[src/rtl/vga_timing_pkg.sv]
// -----------------------------------------------------------------------------
// vga_timing_pkg
//   Shared timing types, the default 640x480@60 timing set and the helpers
//   that derive an axis total (visible + front porch + sync + back porch).
//   Imported by vga_axis_cnt and vga_sync_timing.
// -----------------------------------------------------------------------------
package vga_timing_pkg;

  // One raster axis described by its four regions, in ticks (h) or lines (v).
  typedef struct packed {
    int visible;
    int fp;
    int sync;
    int bp;
  } vga_timing_t;

  // Default 640x480@60 timing (25 MHz pixel tick).
  localparam int DEF_H_VISIBLE = 640;
  localparam int DEF_H_FP      = 16;
  localparam int DEF_H_SYNC    = 96;
  localparam int DEF_H_BP      = 48;
  localparam int DEF_V_VISIBLE = 480;
  localparam int DEF_V_FP      = 10;
  localparam int DEF_V_SYNC    = 2;
  localparam int DEF_V_BP      = 33;

  function automatic vga_timing_t make_timing(input int visible, input int fp,
                                              input int sync, input int bp);
    vga_timing_t t;
    t.visible = visible;
    t.fp      = fp;
    t.sync    = sync;
    t.bp      = bp;
    return t;
  endfunction

  // H_TOTAL and V_TOTAL are both derived through this one rule.
  function automatic int axis_total(input vga_timing_t t);
    return t.visible + t.fp + t.sync + t.bp;
  endfunction

endpackage

[src/rtl/vga_axis_cnt.sv]
// -----------------------------------------------------------------------------
// vga_axis_cnt
//   One raster axis: a wrap counter with enable plus region decode. The sync
//   and active flags are registered from the value the counter is about to
//   load, so they are coherent with pos in the same cycle.
// Ports
//   clk, reset   system clock, synchronous active-high reset
//   en           advance one position on this clk edge
//   pos          current position, resets to TOTAL-1
//   wrap         pos is at TOTAL-1 (next enabled edge loads 0)
//   active_nxt   visible-region flag the next edge will hold (current if !en)
//   sync         sync output at level POL while inside the sync region
// -----------------------------------------------------------------------------
module vga_axis_cnt
  import vga_timing_pkg::*;
#(
  parameter int VISIBLE = DEF_H_VISIBLE,
  parameter int FP      = DEF_H_FP,
  parameter int SYNC    = DEF_H_SYNC,
  parameter int BP      = DEF_H_BP,
  parameter bit POL     = 1'b0,
  localparam int TOTAL  = axis_total(make_timing(VISIBLE, FP, SYNC, BP)),
  localparam int W      = $clog2(TOTAL)
) (
  input  logic         clk,
  input  logic         reset,
  input  logic         en,
  output logic [W-1:0] pos,
  output logic         wrap,
  output logic         active_nxt,
  output logic         sync
);

  localparam logic [W-1:0] LAST     = W'(TOTAL - 1);
  localparam logic [W-1:0] VIS_END  = W'(VISIBLE);
  localparam logic [W-1:0] SYNC_BEG = W'(VISIBLE + FP);
  localparam logic [W-1:0] SYNC_END = W'(VISIBLE + FP + SYNC);

  logic [W-1:0] nxt;
  logic         active;

  assign wrap       = (pos == LAST);
  assign nxt        = wrap ? '0 : pos + 1'b1;
  assign active_nxt = en ? (nxt < VIS_END) : active;

  // NOTE: state uses non-blocking assignments so every register samples the
  // pre-edge values; reset is checked first so it wins over a coincident en.
  always_ff @(posedge clk) begin
    if (reset) begin
      pos    <= LAST;
      active <= 1'b0;
      sync   <= ~POL;
    end else if (en) begin
      pos    <= nxt;
      active <= (nxt < VIS_END);
      sync   <= ((nxt >= SYNC_BEG) && (nxt < SYNC_END)) ? POL : ~POL;
    end
  end

endmodule

[src/rtl/vga_sync_timing.sv]
// -----------------------------------------------------------------------------
// vga_sync_timing
//   Turns the one-clk pixel tick into VGA raster timing: x/y counters, hsync,
//   vsync, display enable and line/frame start pulses. Everything changes only
//   on a clk edge with pclk=1, except the start pulses, which drop after one clk.
// Ports
//   clk, reset     system clock, synchronous active-high reset
//   pclk           pixel tick enable (one clk wide, any spacing)
//   hsync, vsync   sync outputs, active level HSYNC_POL / VSYNC_POL
//   de             (x,y) inside the visible area
//   x, y           raster position
//   line_start     one-clk pulse on the edge that loads x=0
//   frame_start    one-clk pulse on the edge that loads (0,0)
//   frame_cnt      completed-frame count, present only with VGA_FRAME_CNT_EN
// Configuration macro: VGA_FRAME_CNT_EN
// -----------------------------------------------------------------------------
module vga_sync_timing
  import vga_timing_pkg::*;
#(
  parameter int H_VISIBLE = DEF_H_VISIBLE,
  parameter int H_FP      = DEF_H_FP,
  parameter int H_SYNC    = DEF_H_SYNC,
  parameter int H_BP      = DEF_H_BP,
  parameter int V_VISIBLE = DEF_V_VISIBLE,
  parameter int V_FP      = DEF_V_FP,
  parameter int V_SYNC    = DEF_V_SYNC,
  parameter int V_BP      = DEF_V_BP,
  parameter bit HSYNC_POL = 1'b0,
  parameter bit VSYNC_POL = 1'b0,
  localparam int H_TOTAL  = axis_total(make_timing(H_VISIBLE, H_FP, H_SYNC, H_BP)),
  localparam int V_TOTAL  = axis_total(make_timing(V_VISIBLE, V_FP, V_SYNC, V_BP)),
  localparam int H_W      = $clog2(H_TOTAL),
  localparam int V_W      = $clog2(V_TOTAL)
) (
  input  logic           clk,
  input  logic           reset,
  input  logic           pclk,
  output logic           hsync,
  output logic           vsync,
  output logic           de,
  output logic [H_W-1:0] x,
  output logic [V_W-1:0] y,
  output logic           line_start,
  output logic           frame_start
`ifdef VGA_FRAME_CNT_EN
  ,
  output logic [15:0]    frame_cnt
`endif
);

  logic h_wrap, v_wrap, v_en;
  logic h_active_nxt, v_active_nxt;

  // The vertical axis steps only on the tick that wraps x.
  assign v_en = pclk & h_wrap;

  vga_axis_cnt #(
    .VISIBLE (H_VISIBLE),
    .FP      (H_FP),
    .SYNC    (H_SYNC),
    .BP      (H_BP),
    .POL     (HSYNC_POL)
  ) u_h_cnt (
    .clk        (clk),
    .reset      (reset),
    .en         (pclk),
    .pos        (x),
    .wrap       (h_wrap),
    .active_nxt (h_active_nxt),
    .sync       (hsync)
  );

  vga_axis_cnt #(
    .VISIBLE (V_VISIBLE),
    .FP      (V_FP),
    .SYNC    (V_SYNC),
    .BP      (V_BP),
    .POL     (VSYNC_POL)
  ) u_v_cnt (
    .clk        (clk),
    .reset      (reset),
    .en         (v_en),
    .pos        (y),
    .wrap       (v_wrap),
    .active_nxt (v_active_nxt),
    .sync       (vsync)
  );

  // de is registered from both axes' next-state flags so it never glitches
  // when x and y change on the same edge. The pulses clear on any non-tick edge.
  always_ff @(posedge clk) begin
    if (reset) begin
      de          <= 1'b0;
      line_start  <= 1'b0;
      frame_start <= 1'b0;
    end else begin
      de          <= h_active_nxt & v_active_nxt;
      line_start  <= pclk & h_wrap;
      frame_start <= v_en & v_wrap;
    end
  end

`ifdef VGA_FRAME_CNT_EN
  always_ff @(posedge clk) begin
    if (reset) begin
      frame_cnt <= '0;
    end else if (v_en && v_wrap) begin
      frame_cnt <= frame_cnt + 16'd1;
    end
  end
`endif

endmodule

[config.mk]
export PLATFORM = sky130hd
export DESIGN_NAME = vga_sync_timing
export DESIGN_NICKNAME = d
export VERILOG_FILES = /design/src/rtl/vga_timing_pkg.sv /design/src/rtl/vga_axis_cnt.sv /design/src/rtl/vga_sync_timing.sv
export SDC_FILE = /design/constraint.sdc
export NUM_CORES = 1
export LEC_CHECK = 0
export BUFFER_PORTS_ARGS = -buffer_cell sky130_fd_sc_hd__clkbuf_2
export CAP_MARGIN = 5
export CORE_UTILIZATION = 58
export CTS_BUF_LIST = sky130_fd_sc_hd__clkbuf_4 sky130_fd_sc_hd__clkbuf_8
export DETAILED_ROUTE_END_ITERATION = 8
export PLACE_DENSITY = 0.91
export RECOVER_POWER = 25
export SYNTH_ARGS = -nofsm -noshare
export SYNTH_HDL_FRONTEND = slang
export SYNTH_SLANG_ARGS = --single-unit
[constraint.sdc]
create_clock -name clk -period 2.4 [get_ports clk]
set_input_delay 0.12 -clock clk [delete_from_list [all_inputs] [get_ports clk]]
set_output_delay 0.12 -clock clk [all_outputs]
set_load 0.01 [all_outputs]
; Word-level counts from Yosys, hierarchy flattened
; Cells that the tools add are included.
[totals]
reg_bits = 27
wordCells = 30
[classes]
add_sub_neg = 2
order_cmp = 6
n_eq_ne = 2
muxes = 6
bitwise = 3
reduce_logical = 2
[op_table]
columns = op, n
row1 = adder 10 x 1 -> 10 bit (second input constant), 2
row2 = equality test 10 bit (second input constant), 2
row3 = < comparator 10 bit (second input constant), 2
row4 = < comparator 10 x 9 -> 1 bit (second input constant), 2
row5 = 2-to-1 mux 10 bit, 2
row6 = >= comparator 10 bit (second input constant), 1
row7 = >= comparator 10 x 9 -> 1 bit (second input constant), 1
row8 = 2-to-1 mux 1 bit, 4
row9 = bitwise AND 1 bit, 3
row10 = logical AND 1 bit, 2

; Depth between registers and ports, before layout
; Gate-level depths: netlist of the first run.
[depth]
word_depth = 5
depth_mapped = 9
depth_no_buf = 7

; Hierarchy
; From an unflattened synthesis of the first run, not the netlist that was laid out.
[unflattened]
hier_cells = 191
hier_area_um2 = 1620.3
[modules_own_cells]
columns = module, instances, cells_each, area_per_inst_um2, seq_area_each_um2
row1 = vga_axis_cnt at u_v_cnt, 1, 99, 780.7, 240.2
row2 = vga_axis_cnt at u_h_cnt, 1, 85, 743.2, 240.2
row3 = vga_sync_timing, 1, 7, 96.3, 60.1

; Worst setup path after synthesis of the first run
; Ideal clock, no wire load.
[synth_timing]
kind = register to register
startpoint = register u_h_cnt.pos[0]
endpoint = register u_v_cnt.pos[7]
setup_time_ns = 0.117
arrival_ns = 1.951
required_ns = 2.283
setup_slack_ns = 0.332
stages_incl_launch_ff = 8
period_less_slack_ns = 2.068
cell_sequence = dfxtp_1 -> ha_1 -> nand4_1 -> or4b_4 -> buf_6 -> nor3_4 -> xnor2_1 -> nor2_1
[synth_between]
elab_chain_len = 2
[synth_rtl]
columns = element, line_no
row1 = from (decl), vga_axis_cnt.sv:28  ; output logic [W-1:0] pos,
row2 = from (signal assigned), vga_axis_cnt.sv:54  ; pos <= nxt;
row3 = equality test 10 bit, vga_axis_cnt.sv:42  ; assign wrap = (pos == LAST);
row4 = bitwise AND 1 bit, vga_sync_timing.sv:55  ; assign v_en = pclk & h_wrap;
row5 = to (signal assigned), vga_axis_cnt.sv:54
row6 = to (decl), vga_axis_cnt.sv:28
; Every way passes these cells.
; A chain may end at the register's enable or synchronous reset.

; Worst setup path in the final report of the first run
[layout_timing]
startpoint = register u_h_cnt.pos[1]
endpoint = register de
[layout_between]
elab_chain_len = 5
elab_cells_between_ends = 8
[layout_rtl]
columns = element, line_no
row1 = adder 10 x 1 -> 10 bit or equality test 10 bit (tied branches), "vga_axis_cnt.sv:43, vga_axis_cnt.sv:42"
row2 = 2-to-1 mux 10 bit, vga_axis_cnt.sv:43  ; assign nxt = wrap ? '0 : pos + 1'b1;
row3 = < comparator 10 bit, vga_axis_cnt.sv:44  ; assign active_nxt = en ? (nxt < VIS_END) : active;
row4 = 2-to-1 mux 1 bit, vga_axis_cnt.sv:44
row5 = bitwise AND 1 bit (*), vga_sync_timing.sv:97  ; de <= h_active_nxt & v_active_nxt;
row6 = to (signal assigned), vga_sync_timing.sv:97
row7 = to (decl), vga_sync_timing.sv:40  ; output logic de,
; Every way passes the cells marked *; elsewhere a longest branch is shown, timed or not.

==> metrics, run 1 <==
TritonRoute pass-1 iters=5; initial antenna violation count=0; Detailed Route WL=3640 µm; Pleak=0.678 nW; CTS tree=built; via count=1595; post-DR wirelength/cell=14.1 µm; Max Transition Viols Final=0; unrepaired setup endpoints after global routing=no; Design Area, Final=1800 µm²; share of cells above drive strength 1=16.4%; vias per std cell=6.21; Top delay family on crit path=simple AND/OR/NAND/NOR gates; H-tree depth=1; FP Rows=19; clk slew on worst S/H paths=0.15 ns; Final Net Count=234; sequential share of power=50.1%; vias in the first global route=1396; Most used DFF post-synth=dfxtp_1; Final HPWL DP=2660 µm; WP buf/inv=0; Fillers=242; critical path class=reg -> reg; I/O pin count=28; crit path cell chain=ha_2 > nand4_1 > or4b_4 > a211oi_1 > o22ai_1 > nor2b_1; CP Launch Type=flop; ys async rst share=0%; core area=2760 µm²; Initial Util=61.8%; initial detailed-routing violation count=131; pwr dens=600 nW/µm²; post-synth net total=213; DRC viols=0; crit path max fanout=13; crit-path max cell delay=0.65 ns; Slew headroom=69.1%; Clock Latency Late Sink=0.32 ns; Final setup viols=0; die height=56.2 µm; Critical Path End Type=flop; slew of the pin with the lowest slew margin=0.463 ns; Psw=386 µW; Post-DP Area=1790 µm²; CTS buffer count=3; status=completed; first-pass GRT wire length=6090 µm; CTS Buffer Depth=2; yosys warns=0; maxcap violations=0; number of synthesized register bits=27; Tcrit/Tclk final=92.2%; Root Driver=clkbuf_4; Worst Path Arrival=2.47 ns; Logic pwr share=30.8%; Net Sw Frac=35.7%; overall routing resource usage=23.5%; Die W=56.2 µm; FMAX=452 MHz; Ant. Diodes=0; gpl congestion=0.949; final hold violation count=0; slowest CP cell=or4b_4; internal power=696 µW; post-route ant nets=0; Synth Cell Area=1700 µm²; total grt overflow=0; CTS hold repair buffers=0; CTS Sinks=27; worst min path class=in -> reg; clock group share of total power=19.0%; Synth-to-Final Area Change=5.80%; Post-synth EDFFs=0; postcts setup bufs=0; Clock Skew=0.00836 ns; port bufs=27; CP Data Required Time=2.66 ns; mean post-synth cell area=8.27 µm²; Gate Count Post-Synth=206; post-synth cell types=50; crit path time final=2.21 ns; peak supply drop=0.356 mV; # resized after CTS=0; Setup Total Neg Slack=0 ns; largest net degree at the start of global routing=23; die area=3160 µm²; sequential cell area fraction in the yosys report=31.7%
## sequential cells by signal, summed over array words and instances (netlist names)
| register | count |
|---|---|
| de | 1 |
| frame_start | 1 |
| line_start | 1 |
| u_h_cnt.active | 1 |
| u_h_cnt.pos | 10 |
| u_h_cnt.sync | 1 |
| u_v_cnt.active | 1 |
| u_v_cnt.pos | 10 |
| u_v_cnt.sync | 1 |
## kinds of logic (layout without fill, tap and decap cells)
group                      count (synthesis)  after routing  share of synthesized area, %
and+or+nand+nor                           97             97                          33.8
AOI/OAI and AO/OA                         44             44                          17.3
DFF                                       27             27                          31.7
buffers and inverters                     24             44                          8.89
xor gates and xnor gates                   8              8                          4.11
adders and majority gates                  4              4                          2.94
muxes                                      2              2                          1.18
## cell type report
type | count | area, µm² | share of cell area, %
flip-flops and latches | 27 | 541 | 30.0
inverters | 9 | 33.8 | 1.87
well taps | 31 | 38.8 | 2.15
repair buffers | 31 | 145 | 8.06
multi-input cells | 155 | 1010 | 56.2
clock buffers | 4 | 30.0 | 1.67
## through the flow
step | hold WS [ns] | worst slack, ns | std cells | utilization [%] | power [mW]
floorplan | 0.200 | 0.332 | 206 | - | 0.807
global placement | 0.471 | 0.257 | 253 | 64.9 | 0.877
detailed placement | 0.479 | 0.179 | 253 | 64.9 | 0.888
CTS | 0.206 | 0.136 | 257 | 66.0 | 1.09
global route | 0.229 | 0.0509 | 257 | 65.3 | 1.15
finish | 0.214 | 0.187 | 257 | 65.3 | 1.08
## worst min-delay path, stage by stage
cell and delay, ns:
clkbuf_2 0.22, mux2i_1 0.11, nand2_1 0.06
## power by group through the flow
stage          logic [mW]  clock network, mW  registers (mW)
2_1_floorplan       0.268                  0           0.539
3_3_place_gp        0.328                  0           0.549
3_5_place_dp        0.336                  0           0.551
4_1_cts             0.338              0.208           0.541
5_1_grt             0.369              0.228           0.550
6_report            0.334              0.206           0.542
## layout by cell type, fill, tap and decap left out, drive strengths merged, types with 3 or more instances in the layout
master  instances
clkbuf         33
dfxtp          27
nor2           24
nand2          18
nor3           12
a21oi          11
inv             9
o21ai           9
nand3           8
a31oi           6
nor4b           6
nand4           4
xor2            4
xnor2           4
ha              4
and3            3
o31ai           3
or3             3
nor4            3
nor2b           3
## cell usage after synthesis (all sizes together), types with 2 or more instances
cell type / n / area, µm²
a211oi: 2 / 20.0
a21oi: 11 / 55.1
a2bb2oi: 2 / 17.5
a31oi: 6 / 37.5
and3: 3 / 18.8
buf: 12 / 96.3
clkbuf: 3 / 21.3
dfxtp: 27 / 541
ha: 4 / 50.1
inv: 9 / 33.8
mux2i: 2 / 20.0
nand2: 18 / 67.6
nand2b: 2 / 12.5
nand3: 8 / 50.1
nand3b: 2 / 15.0
nand4: 4 / 25.0
nor2: 24 / 90.1
nor2b: 3 / 18.8
nor3: 12 / 82.6
nor4: 3 / 18.8
nor4b: 6 / 65.1
o21ai: 9 / 45.0
o22ai: 2 / 12.5
o311ai: 2 / 17.5
o31ai: 3 / 22.5
or3: 3 / 18.8
or4: 2 / 15.0
xnor2: 4 / 35.0
xor2: 4 / 35.0
## final timing paths
path,startpoint,endpoint,slack [ns],depth (start not counted)
worst min-delay path,pclk,u_h_cnt.pos[1],0.21,3
worst max-delay path,u_h_cnt.pos[1],de,0.19,6
worst min register to register,u_h_cnt.active,u_h_cnt.active,0.49,2
worst max register to register,u_h_cnt.pos[1],de,0.19,6
## per-layer routing
| layer | up-vias | global-route usage, % | share of wire, % |
|---|---|---|---|
| li1 | 793 | - | - |
| met4 | 0 | 5.57 | 0.85 |
| met3 | 4 | 2.09 | 4.8 |
| met2 | 51 | 41.5 | 50 |
| met5 | - | 0 | 0 |
| met1 | 747 | 30.9 | 44 |
(Power assumes the default switching activity.)
==> run 2, diff against run 1 <==
Settings changed: RECOVER_POWER 25 to 50.
Clock period 2.4 ns to 2.2 ns, I/O delays scaled along.
==> run 2 against run 1 <==
Net effect: fmax up 11%; total power up 9.4%; final cell count increased by 2.3%; sequential power is 7.7% higher; first-iteration DRC count decreased by 50%; wire length decreased by 1.1%; global-route usage is 0.52 points lower; register-to-register slack about the same; via count is 2.2% lower; critical path depth did not move; utilization grew 0.91 points; critical path type unchanged.
==> metrics, run 2 (same netlist as run 1, synthesis figures left out) <==
H-tree depth=1; Logic pwr share=32.7%; HP Start=pclk; Worst Path Arrival=2.23 ns; Synth-to-Final Area Change=7.27%; Tcrit/Tclk final=90.9%; post-route ant nets=0; Final Net Count=240; via count=1560; initial detailed-routing violation count=65; maxcap violations=0; postcts setup bufs=0; Die W=56.2 µm; Clock Latency Late Sink=0.32 ns; I/O pin count=28; R2R cell count=6; status=completed; slew of the pin with the lowest slew margin=0.459 ns; crit-path max cell delay=0.46 ns; worst path setup slack after routing=0.200 ns; Clock Skew=0.00181 ns; final hold violation count=0; Max Transition Viols Final=0; most common cell after layout, fill and taps aside=dfxtp_1; Top delay family on crit path=simple AND/OR/NAND/NOR gates; vias per std cell=5.93; Detailed Route WL=3600 µm; Setup Total Neg Slack=0 ns; core area=2760 µm²; CP Data Required Time=2.43 ns; gpl congestion=0.883; unrepaired setup endpoints after global routing=no; Slew headroom=69.4%; port bufs=27; FMAX=500 MHz; Ant. Diodes=0; slowest CP cell=or4_1; sequential share of power=49.3%; CTS buffer count=3; WP buf/inv=1; Worst Hold End=u_h_cnt.pos[1]; crit path max fanout=7; share of cells above drive strength 1=13.4%; reg-to-reg startpoint=u_h_cnt.pos[0]; Fillers=261; fin cells=263; top flop regs=u_h_cnt.pos (10), u_v_cnt.pos (10); Critical R2R Capture=de; CTS Sinks=27; total grt overflow=0; CP Launch Type=flop; crit path cell chain=clkbuf_1 > nand4_1 > or4_1 > a211oi_2 > a311oi_1 > nor2b_1; vias in the first global route=1278; Psw=426 µW; Pleak=0.668 nW; Initial Util=61.8%; first-pass GRT wire length=5790 µm; die area=3160 µm²; peak supply drop=0.462 mV; Inst Count DP=259; most frequent cells in the layout=dfxtp_1, nor2_1, clkbuf_1, nand2_1, a21oi_1; CTS Buffer Depth=2; Final HPWL DP=2600 µm; die height=56.2 µm; setup slack at placement=0.161 ns; CTS tree=built; clock group share of total power=18.0%; Hold Path Cell Cnt=3; pwr dens=648 nW/µm²; Critical Path End Type=flop; crit path time final=2.00 ns; clk slew on worst S/H paths=0.14 ns; largest net degree at the start of global routing=23; critical path class=reg -> reg; Root Driver=clkbuf_4; worst min path class=in -> reg; overall routing resource usage=23.0%; FP Rows=19; worst reg-to-reg setup slack=0.20 ns; Worst Setup SP=u_h_cnt.pos[0]; internal power=758 µW; CTS hold repair buffers=0; DRC viols=0; Final setup viols=0; # resized after CTS=0; Net Sw Frac=36.0%; initial antenna violation count=0; TritonRoute pass-1 iters=4; post-DR wirelength/cell=13.7 µm
[run 2: layout make-up]
class	instances	area, µm²	share of cell area (%)
Multi-Input combinational cell	155	1020	55.6
Sequential cell	27	541	29.6
Timing Repair Buffer	37	170	9.32
Tap cell	31	38.8	2.12
Inverter	9	33.8	1.85
Clock buffer	3	22.5	1.23
Clock inverter	1	5.00	0.274
[run 2: metal layers]
metal | up-vias | share of wire, % | track usage [%]
met1 | 722 | 46 | 30.2
met4 | 0 | 0.95 | 7.32
met2 | 39 | 49 | 39.3
met5 | - | 0 | 0
met3 | 4 | 3.9 | 2.56
li1 | 795 | - | -
[run 2: worst min-delay path, cell delays in order]
cell and delay (ns):
clkbuf_2 0.22, mux2i_1 0.11, nand2_1 0.06
[run 2: worst max path at each step]
stage | endpoint | slack [ns] | cells past startpoint
2_1_floorplan | u_v_cnt.pos[7] | 0.13 | 7
3_3_place_gp | de | 0.21 | 6
3_5_place_dp | de | 0.16 | 6
4_1_cts | de | 0.13 | 6
5_1_grt | u_v_cnt.pos[5] | 0.07 | 6
6_report | de | 0.20 | 6
[run 2: stage by stage]
stage	instance area [µm²]	utilization, %	hold slack [ns]	power (mW)
after floorplan	1700	-	0.190	0.880
after global placement	1830	66.5	0.471	0.978
after detailed placement	1830	66.5	0.474	0.987
after CTS	1860	67.5	0.169	1.20
after global routing	1830	66.2	0.187	1.26
final	1830	66.2	0.197	1.18
[run 2: power groups by stage]
stage                     Clock (mW)  Combinational [mW]  Sequential [mW]
final                          0.212               0.388            0.584
after global routing           0.244               0.424            0.592
after CTS                      0.226               0.396            0.583
after detailed placement           0               0.393            0.593
after global placement             0               0.387            0.591
after floorplan                    0               0.292            0.588
